--- src/rtl/ibex_imem_pkg.sv ---
// Shared types and helpers for the instruction-memory responder.
// Holds the LFSR constants, the response entry type and the address check.
package ibex_imem_pkg;

  localparam logic [15:0] IMEM_RESP_LFSR_SEED = 16'hACE1;
  // Right-shift Galois form of x^16+x^14+x^13+x^11+1
  localparam logic [15:0] IMEM_RESP_LFSR_TAPS = 16'hB400;

  typedef struct packed {
    logic        err;
    logic [31:0] data;
  } imem_resp_t;

  // 1 when the byte address falls outside the window or is not word aligned
  function automatic logic imem_addr_err(input logic [31:0] addr,
                                         input logic [31:0] base,
                                         input int unsigned words);
    logic [32:0] limit;
    limit = {1'b0, base} + (33'(words) << 2);
    return (addr < base) | ({1'b0, addr} >= limit) | (addr[1:0] != 2'b00);
  endfunction

endpackage

--- src/rtl/ibex_imem_resp_fifo.sv ---
// In-order response FIFO with circular pointers; depth need not be a power of two.
module ibex_imem_resp_fifo
  import ibex_imem_pkg::*;
#(
  parameter int unsigned Depth = 2
) (
  input  logic       clk_i,
  input  logic       rst_i,
  input  logic       push_i,
  input  imem_resp_t data_i,
  input  logic       pop_i,
  output imem_resp_t data_o,
  output logic       empty_o,
  output logic       full_o
);

  localparam int unsigned PtrW = (Depth > 1) ? $clog2(Depth) : 1;
  localparam int unsigned CntW = $clog2(Depth + 1);

  imem_resp_t            mem_q [Depth];
  logic [PtrW-1:0]       wr_q, rd_q;
  logic [CntW-1:0]       cnt_q;

  function automatic logic [PtrW-1:0] ptr_inc(input logic [PtrW-1:0] p);
    return (p == PtrW'(Depth - 1)) ? '0 : p + 1'b1;
  endfunction

  always_ff @(posedge clk_i or posedge rst_i) begin
    if (rst_i) begin
      wr_q  <= '0;
      rd_q  <= '0;
      cnt_q <= '0;
    end else begin
      if (push_i) wr_q <= ptr_inc(wr_q);
      if (pop_i)  rd_q <= ptr_inc(rd_q);
      cnt_q <= cnt_q + CntW'(push_i) - CntW'(pop_i);
    end
  end

  // Payload needs no reset: empty_o masks stale entries
  always_ff @(posedge clk_i) begin
    if (push_i) mem_q[wr_q] <= data_i;
  end

  assign data_o  = mem_q[rd_q];
  assign empty_o = (cnt_q == '0);
  assign full_o  = (cnt_q == CntW'(Depth));

endmodule

--- src/rtl/ibex_imem_responder.sv ---
// Instruction-fetch bus responder in front of a 1-cycle synchronous SRAM.
// Define IBEX_IMEM_RESP_RANDOM_STALL_EN to add LFSR-driven random grant stalls.
module ibex_imem_responder
  import ibex_imem_pkg::*;
#(
  parameter logic [31:0] BaseAddr       = 32'h0000_0000,
  parameter int unsigned MemWords       = 1024,
  parameter int unsigned MaxOutstanding = 2,
  parameter int unsigned WaitStates     = 0
) (
  input  logic                        clk_i,
  input  logic                        rst_i,
  input  logic                        instr_req_i,
  input  logic [31:0]                 instr_addr_i,
  output logic                        instr_gnt_o,
  output logic                        instr_rvalid_o,
  output logic [31:0]                 instr_rdata_o,
  output logic                        instr_err_o,
  output logic                        mem_req_o,
  output logic [$clog2(MemWords)-1:0] mem_addr_o,
  input  logic [31:0]                 mem_rdata_i
);

  localparam int unsigned AW   = $clog2(MemWords);
  localparam int unsigned CntW = $clog2(MaxOutstanding + 1);

  logic            err_req, stall, gnt, rvalid;
  logic [AW-1:0]   word_idx;
  logic [CntW-1:0] out_cnt_q;
  logic [2:0]      ws_cnt_q;
  logic            s1_vld_q, s1_err_q;
  imem_resp_t      push_data, head;
  logic            fifo_empty, fifo_full;

  assign err_req  = imem_addr_err(instr_addr_i, BaseAddr, MemWords);
  assign word_idx = AW'((instr_addr_i - BaseAddr) >> 2);

`ifdef IBEX_IMEM_RESP_RANDOM_STALL_EN
  logic [15:0] lfsr_q;

  always_ff @(posedge clk_i or posedge rst_i) begin
    if (rst_i) lfsr_q <= IMEM_RESP_LFSR_SEED;
    else       lfsr_q <= {1'b0, lfsr_q[15:1]} ^ (lfsr_q[0] ? IMEM_RESP_LFSR_TAPS : 16'h0);
  end

  assign stall = (lfsr_q[1:0] == 2'b00);
`else
  assign stall = 1'b0;
`endif

  // Grant is gated by rst_i so every output reads 0 while reset is held
  assign gnt         = ~rst_i & instr_req_i & (out_cnt_q < CntW'(MaxOutstanding)) & ~stall;
  assign instr_gnt_o = gnt;
  assign mem_req_o   = gnt & ~err_req;
  assign mem_addr_o  = mem_req_o ? word_idx : '0;

  always_ff @(posedge clk_i or posedge rst_i) begin
    if (rst_i) begin
      s1_vld_q <= 1'b0;
      s1_err_q <= 1'b0;
    end else begin
      s1_vld_q <= gnt;
      s1_err_q <= err_req;
    end
  end

  assign push_data.err  = s1_err_q;
  assign push_data.data = s1_err_q ? 32'h0 : mem_rdata_i;

  ibex_imem_resp_fifo #(
    .Depth (MaxOutstanding)
  ) u_fifo (
    .clk_i   (clk_i),
    .rst_i   (rst_i),
    .push_i  (s1_vld_q),
    .data_i  (push_data),
    .pop_i   (rvalid),
    .data_o  (head),
    .empty_o (fifo_empty),
    .full_o  (fifo_full)
  );

  // Outstanding limit keeps S1 plus FIFO contents within the FIFO depth
  always_ff @(posedge clk_i) begin
    if (!rst_i) assert (!(s1_vld_q && fifo_full && !rvalid));
  end

  // Reload while there is no head (or it leaves) so the next head starts at WaitStates
  always_ff @(posedge clk_i or posedge rst_i) begin
    if (rst_i)                    ws_cnt_q <= 3'(WaitStates);
    else if (fifo_empty | rvalid) ws_cnt_q <= 3'(WaitStates);
    else if (ws_cnt_q != 3'd0)    ws_cnt_q <= ws_cnt_q - 3'd1;
  end

  assign rvalid         = ~fifo_empty & (ws_cnt_q == 3'd0);
  assign instr_rvalid_o = rvalid;
  assign instr_rdata_o  = rvalid ? head.data : 32'h0;
  assign instr_err_o    = rvalid & head.err;

  always_ff @(posedge clk_i or posedge rst_i) begin
    if (rst_i) begin
      out_cnt_q <= '0;
    end else begin
      unique case ({gnt, rvalid})
        2'b10:   out_cnt_q <= out_cnt_q + 1'b1;
        2'b01:   out_cnt_q <= out_cnt_q - 1'b1;
        default: out_cnt_q <= out_cnt_q;
      endcase
    end
  end

endmodule

--- config.mk ---
export PLATFORM = sky130hd
export DESIGN_NAME = ibex_imem_responder
export DESIGN_NICKNAME = d
export VERILOG_FILES = /design/src/rtl/ibex_imem_pkg.sv /design/src/rtl/ibex_imem_resp_fifo.sv /design/src/rtl/ibex_imem_responder.sv
export SDC_FILE = /design/constraint.sdc
export NUM_CORES = 1
export LEC_CHECK = 0
export BUFFER_PORTS_ARGS = -buffer_cell sky130_fd_sc_hd__buf_2
export CAP_MARGIN = 20
export CORE_UTILIZATION = 45
export CTS_CLUSTER_SIZE = 16
export DETAILED_ROUTE_END_ITERATION = 10
export PLACE_DENSITY = 0.73
export SKIP_CTS_REPAIR_TIMING = 1
export SYNTH_ARGS = -nofsm -noshare
export SYNTH_HDL_FRONTEND = slang
export SYNTH_SLANG_ARGS = --single-unit
--- constraint.sdc ---
create_clock -name clk_i -period 7.34 [get_ports clk_i]
set_input_delay 1.101 -clock clk_i [delete_from_list [all_inputs] [get_ports clk_i]]
set_output_delay 1.101 -clock clk_i [all_outputs]
set_load 0.01 [all_outputs]
### After elaboration in Yosys (flattened, before gate mapping)

Memory sizes are Yosys's and may differ from the RTL's.
Index checks and enable logic that the tools add are counted.

| storage, ports and cells | value |
|---|---|
| register bits | 11 |
| RAM bits | 66 |
| input port bits | 67 |
| output and inout port bits | 46 |
| logic and storage cells | 47 |
| memories kept | 1 |

| operators by class | value |
|---|---|
| add/sub/neg operators | 7 |
| $lt $le $gt $ge | 3 |
| equality and inequality tests | 2 |
| muxes and demuxes | 10 |
| bitwise logic cells | 11 |
| reduce and logical (&&, ||, !) cells | 6 |

Memories:

| memory | words | bits a word | rd ports | clocked after memory_dff | wr ports | RTL line | source |
|---|---|---|---|---|---|---|---|
| u_fifo.mem_q | 2 | 33 | 1 | 0 | 1 | ibex_imem_resp_fifo.sv:20 | `imem_resp_t mem_q [Depth];` |

Operators with widths:

| cell | count |
|---|---|
| 32-bit 2-to-1 mux | 2 |
| 32-bit by 13-bit >= comparator with 1-bit output, second input constant | 1 |
| 32-bit by 1-bit less-than comparator with 1-bit output, second input constant | 1 |
| 10-bit 2-to-1 mux | 1 |
| 3-bit 2-to-1 mux | 2 |
| 2-bit nonzero test | 3 |
| 1-bit bitwise AND | 5 |
| 1-bit 2-to-1 mux | 4 |
| 2-bit case mux with 2 select lines | 1 |
| 3-bit logical NOT | 1 |
| 1-bit inverter | 3 |
| 1-bit OR | 3 |
| 3-bit nonzero test | 1 |
| 3-bit by 1-bit subtractor with 3-bit output, second input constant | 1 |
| 1-bit adder, second input constant | 2 |
| 2-bit by 1-bit adder with 2-bit output | 1 |
| 2-bit by 1-bit adder with 2-bit output, second input constant | 1 |
| 2-bit by 1-bit == test with 1-bit output, second input constant | 1 |
| 2-bit == test, second input constant | 1 |
| 2-bit logical NOT | 1 |
| 2-bit less-than comparator, second input constant | 1 |
| 2-bit by 1-bit subtractor with 2-bit output | 1 |
| 2-bit by 1-bit subtractor with 2-bit output, second input constant | 1 |

### Longest topological paths before layout

| depth | value |
|---|---|
| depth after elaboration | 6 |
| mapped depth | 11 |
| mapped depth without buffers | 10 |

### Cells and area by module

Synthesis repeated with hierarchy kept, for this count alone.

| unflattened totals | value |
|---|---|
| cell total of the unflattened synthesis | 237 |
| area, all modules | 3,637.2 um^2 |

By module, submodules not included:

| module | times used | cells each | area an instance (um^2) | seq. area each (um^2) |
|---|---|---|---|---|
| ibex_imem_resp_fifo | 1 | 119 | 2,733.9 | 2,082.0 |
| ibex_imem_responder | 1 | 118 | 903.4 | 175.2 |

### Least setup slack after synthesis

Ideal clock, no wire load.

| timing | value |
|---|---|
| kind | in2out |
| start | in instr_addr_i[26] |
| end | out mem_addr_o[1] |
| data arrival time | 2.100 ns |
| required time | 6.239 ns |
| path slack | 4.139 ns |
| cell stages on the path | 4 |
| path buffers | 1 |
| cell sequence | or4_4 -> nor2_4 -> buf_6 -> and4_1 |

| on the way | value |
|---|---|
| word-level cells in the longest chain between the ends | 6 |
| elaborated cells between the ends (all ways) | 7 |
| classes of those cells | 2 x order compare; 1 x mux; 4 x bitwise |

Ends and longest elaborated chain:

| element | RTL line | source |
|---|---|---|
| start, declared | ibex_imem_responder.sv:14 | `input logic [31:0] instr_addr_i,` |
| 32-bit by 1-bit less-than comparator with 1-bit output or 32-bit by 13-bit >= comparator with 1-bit output (tied branches) | ibex_imem_pkg.sv:20 | `return (addr < base) \| ({1'b0, addr} >= limit) \| (addr[1:0] != 2'b00);` |
| 1-bit OR (*) (2 in series) | ibex_imem_pkg.sv:20 |  |
| 1-bit inverter (*) | ibex_imem_responder.sv:54 | `assign mem_req_o = gnt & ~err_req;` |
| 1-bit bitwise AND (*) | ibex_imem_responder.sv:54 |  |
| 10-bit 2-to-1 mux (*) | ibex_imem_responder.sv:55 | `assign mem_addr_o = mem_req_o ? word_idx : '0;` |
| end, declared | ibex_imem_responder.sv:20 | `output logic [$clog2(MemWords)-1:0] mem_addr_o,` |

Every way passes the cells marked *; elsewhere a longest branch is shown, timed or not.

### Worst setup path in the final report

| timing | value |
|---|---|
| start | in instr_addr_i[26] |
| end | out mem_addr_o[0] |

Same word-level chain as after synthesis.

==> run metrics <==
placed cell count=around 440; grt ovf=0; mux share of post-synthesis cell area=roughly a tenth; chip width=88.1 um; All-Layer GR Usage=approximately 17%; clock network fraction of total power=between 20% and 30%; Critical Path RT=roughly 6.2 ns; Fin. Hold Viols=0; clk sinks=77; flops & latches, synth=77; critical path launch point type=primary input; die area=slightly below 0.008 mm2; Hold Crit Endpoint=ws_cnt_q[0]; Synthesized Nets=a little over 300; Core Region=0.00721 mm2; Fmax=around 290 MHz; reg2reg start=u_fifo.cnt_q[1]; input/output buffers=112; Slew Limit Fails=0; CTS tree=built; Final Core Density=58.1%; most common cell after layout, fill and taps aside=buf_2; synthesized area per cell=around 14 um2; Worst VDD drop=about 0.16 mV; P per Cell Area=314 mW/mm2; largest net degree at the start of global routing=36; Leak Pwr=about 1.8 nW; simple-gate share of the synthesized area=between 15 and 20%; Final setup viols=0; CTS Buffer Depth=2; Tmin final=approximately 3.4 ns; synthesized-area fraction occupied by adder cells=under 10%; Vias=2226; Max FO, Critical Path=12; layout cell share with drive strength beyond 1=between 30% and 40%; Die Ht=88.1 um; Worst-path clk slew=around 0.070 ns; Non-Filler Instances=453; DR WL/cell=13.9 um; setup TNS=0 ns; Vias per Instance=between 4 and 5; Hold Path Depth=1; Area Overhead vs Synth=25.4%; Setup Crit Path Kind=in2out; placer congestion estimate=around 0.92; most frequent cells in the layout=buf_2, edfxtp_1, nor2_1, mux2i_1, nor2b_1; Compound-Gate Fraction of Synth Area=less than 1%; Iteration-0 DRC Markers=90; Reg power frac=approximately 46%; NumNets Final=421; Max H-tree Level=3; Syn. warnings=0; RSZ-0062 raised after global routing=no; worst-margin pin slew=around 1 ns; r2r setup slk=slightly below 5 ns; reg2reg end=u_fifo.cnt_q[1]; Synth cell types=23; outcome=finished clean; Psw=between 0.4 and 0.5 mW; mapped cell area=between 0.003 and 0.004 mm2; initial core utilization=between 40% and 50%; Hold Crit Start=ws_cnt_q[0]; diode count=0; CTS Buf Count=9; Synth Instances=237; Gate power share=a little under a third; worst-case clock skew=about 0.0056 ns; Final ANT Viol Nets=0; Filler cells=between 600 and 700; Sw Share=roughly 33%; Slew headroom=about 33%; initial antenna violation count=0; endpoint class of the critical path=primary output; Root Buffer=clkbuf_8; register area share after synthesis=between 60% and 70%; drt total wl=approximately 6300 um; Cell Rows=31; drt drc=0; vias in the first global route=2060; Critical Path AT=2.33 ns; post-DP HPWL=between 4000 and 5000 um; WHS=around 0.43 ns; first-pass GRT wire length=about 9300 um; period utilization=between 40% and 50%; post-synthesis xor/xnor area fraction=between 1.5 and 2%; worst hold path class=reg2reg; Clk Latency, worst-skew pair=~0.34 ns; max_cap viols=0; worst r2r path cells=7; Int Power=around 0.88 mW; I/O pins=between 100 and 150; DR pass1 iterations=4; largest family of logic cells by synthesized area=simple AND/OR/NAND/NOR gates
-- power by group through the flow --
stage               Clock, mW  Combinational (mW)  Sequential (mW)
finish                  0.307               0.405            0.603
CTS                     0.313               0.412            0.604
floorplan                   0               0.304            0.556
global placement            0               0.404            0.611
global route            0.332               0.455            0.613
detailed placement          0               0.410            0.614
-- logic make-up after synthesis --
group	after synthesis
compound gates	2
xor+xnor	7
fa+ha+maj	5
buf+inv	21
flops	77
mux	33
simple gates	92
-- critical path, stage by stage --
cell,delay [ns]
buf_2,0.11
or4_4,0.54
nor2_4,0.22
and4_2,0.24
buf_2,0.12
-- metal layers --
layer / up-vias / global-route usage, % / part of all wire (%)
li1: 1067 / - / -
met1: 1045 / 17.4 / 38
met2: 102 / 31.4 / 52
met3: 12 / 4.43 / 7.7
met4: 0 / 8.36 / 2.1
met5: - / 0 / 0
-- sequential cells by signal, indices dropped and copies added (netlist names) --
register and count:
s1_err_q 1, u_fifo.mem_q 66, u_fifo.rd_q 1, out_cnt_q 2
ws_cnt_q 3, u_fifo.cnt_q 2, s1_vld_q 1, u_fifo.wr_q 1
-- cell type report --
type	instances	area [um2]	share of cell area, %
Clock buffer	10	128	3.05
Clock inverter	6	62.6	1.49
Inverter	8	30.0	0.717
Multi-Input combinational cell	139	1010	24.1
Sequential cell	77	2260	53.9
Tap cell	99	124	2.96
Timing Repair Buffer	114	576	13.7
-- cell usage after synthesis --
cell | number | area [um2]
edfxtp_1 | 66 | 1980
nor2_1 | 38 | 143
mux2i_1 | 33 | 330
nor2b_1 | 33 | 206
dfrtp_1 | 11 | 275
and4_1 | 9 | 78.8
clkbuf_1 | 8 | 30.0
inv_1 | 8 | 30.0
ha_1 | 5 | 62.6
xnor2_1 | 5 | 43.8
buf_2 | 4 | 20.0
nor4_1 | 3 | 18.8
and4_2 | 2 | 20.0
or4_4 | 2 | 22.5
xor2_1 | 2 | 17.5
and2_1 | 1 | 6.26
and3_1 | 1 | 6.26
buf_6 | 1 | 11.3
nand2_1 | 1 | 3.75
nor2_4 | 1 | 11.3
nor3b_1 | 1 | 7.51
o21ai_1 | 1 | 5.00
o21bai_1 | 1 | 7.51
-- through the flow --
step / power, mW / instance area [um2] / worst slack (ns)
final: 1.31 / 4190 / 3.91
after global routing: 1.40 / 4190 / 3.84
after CTS: 1.33 / 4180 / 3.60
after detailed placement: 1.02 / 3990 / 3.59
after global placement: 1.01 / 3990 / 3.73
after floorplan: 0.860 / 3340 / 4.14
-- how the worst max path moves through the flow --
stage	from	endpoint	slack, ns	depth (start not counted)
2_1_floorplan	instr_addr_i[26]	mem_addr_o[1]	4.14	4
3_3_place_gp	rst_i	mem_addr_o[0]	3.73	4
3_5_place_dp	rst_i	mem_addr_o[9]	3.59	4
4_1_cts	rst_i	mem_addr_o[9]	3.60	4
5_1_grt	instr_addr_i[26]	mem_addr_o[0]	3.84	5
6_report	instr_addr_i[26]	mem_addr_o[0]	3.91	5
No activity file was read; power rests on OpenSTA's default activity.
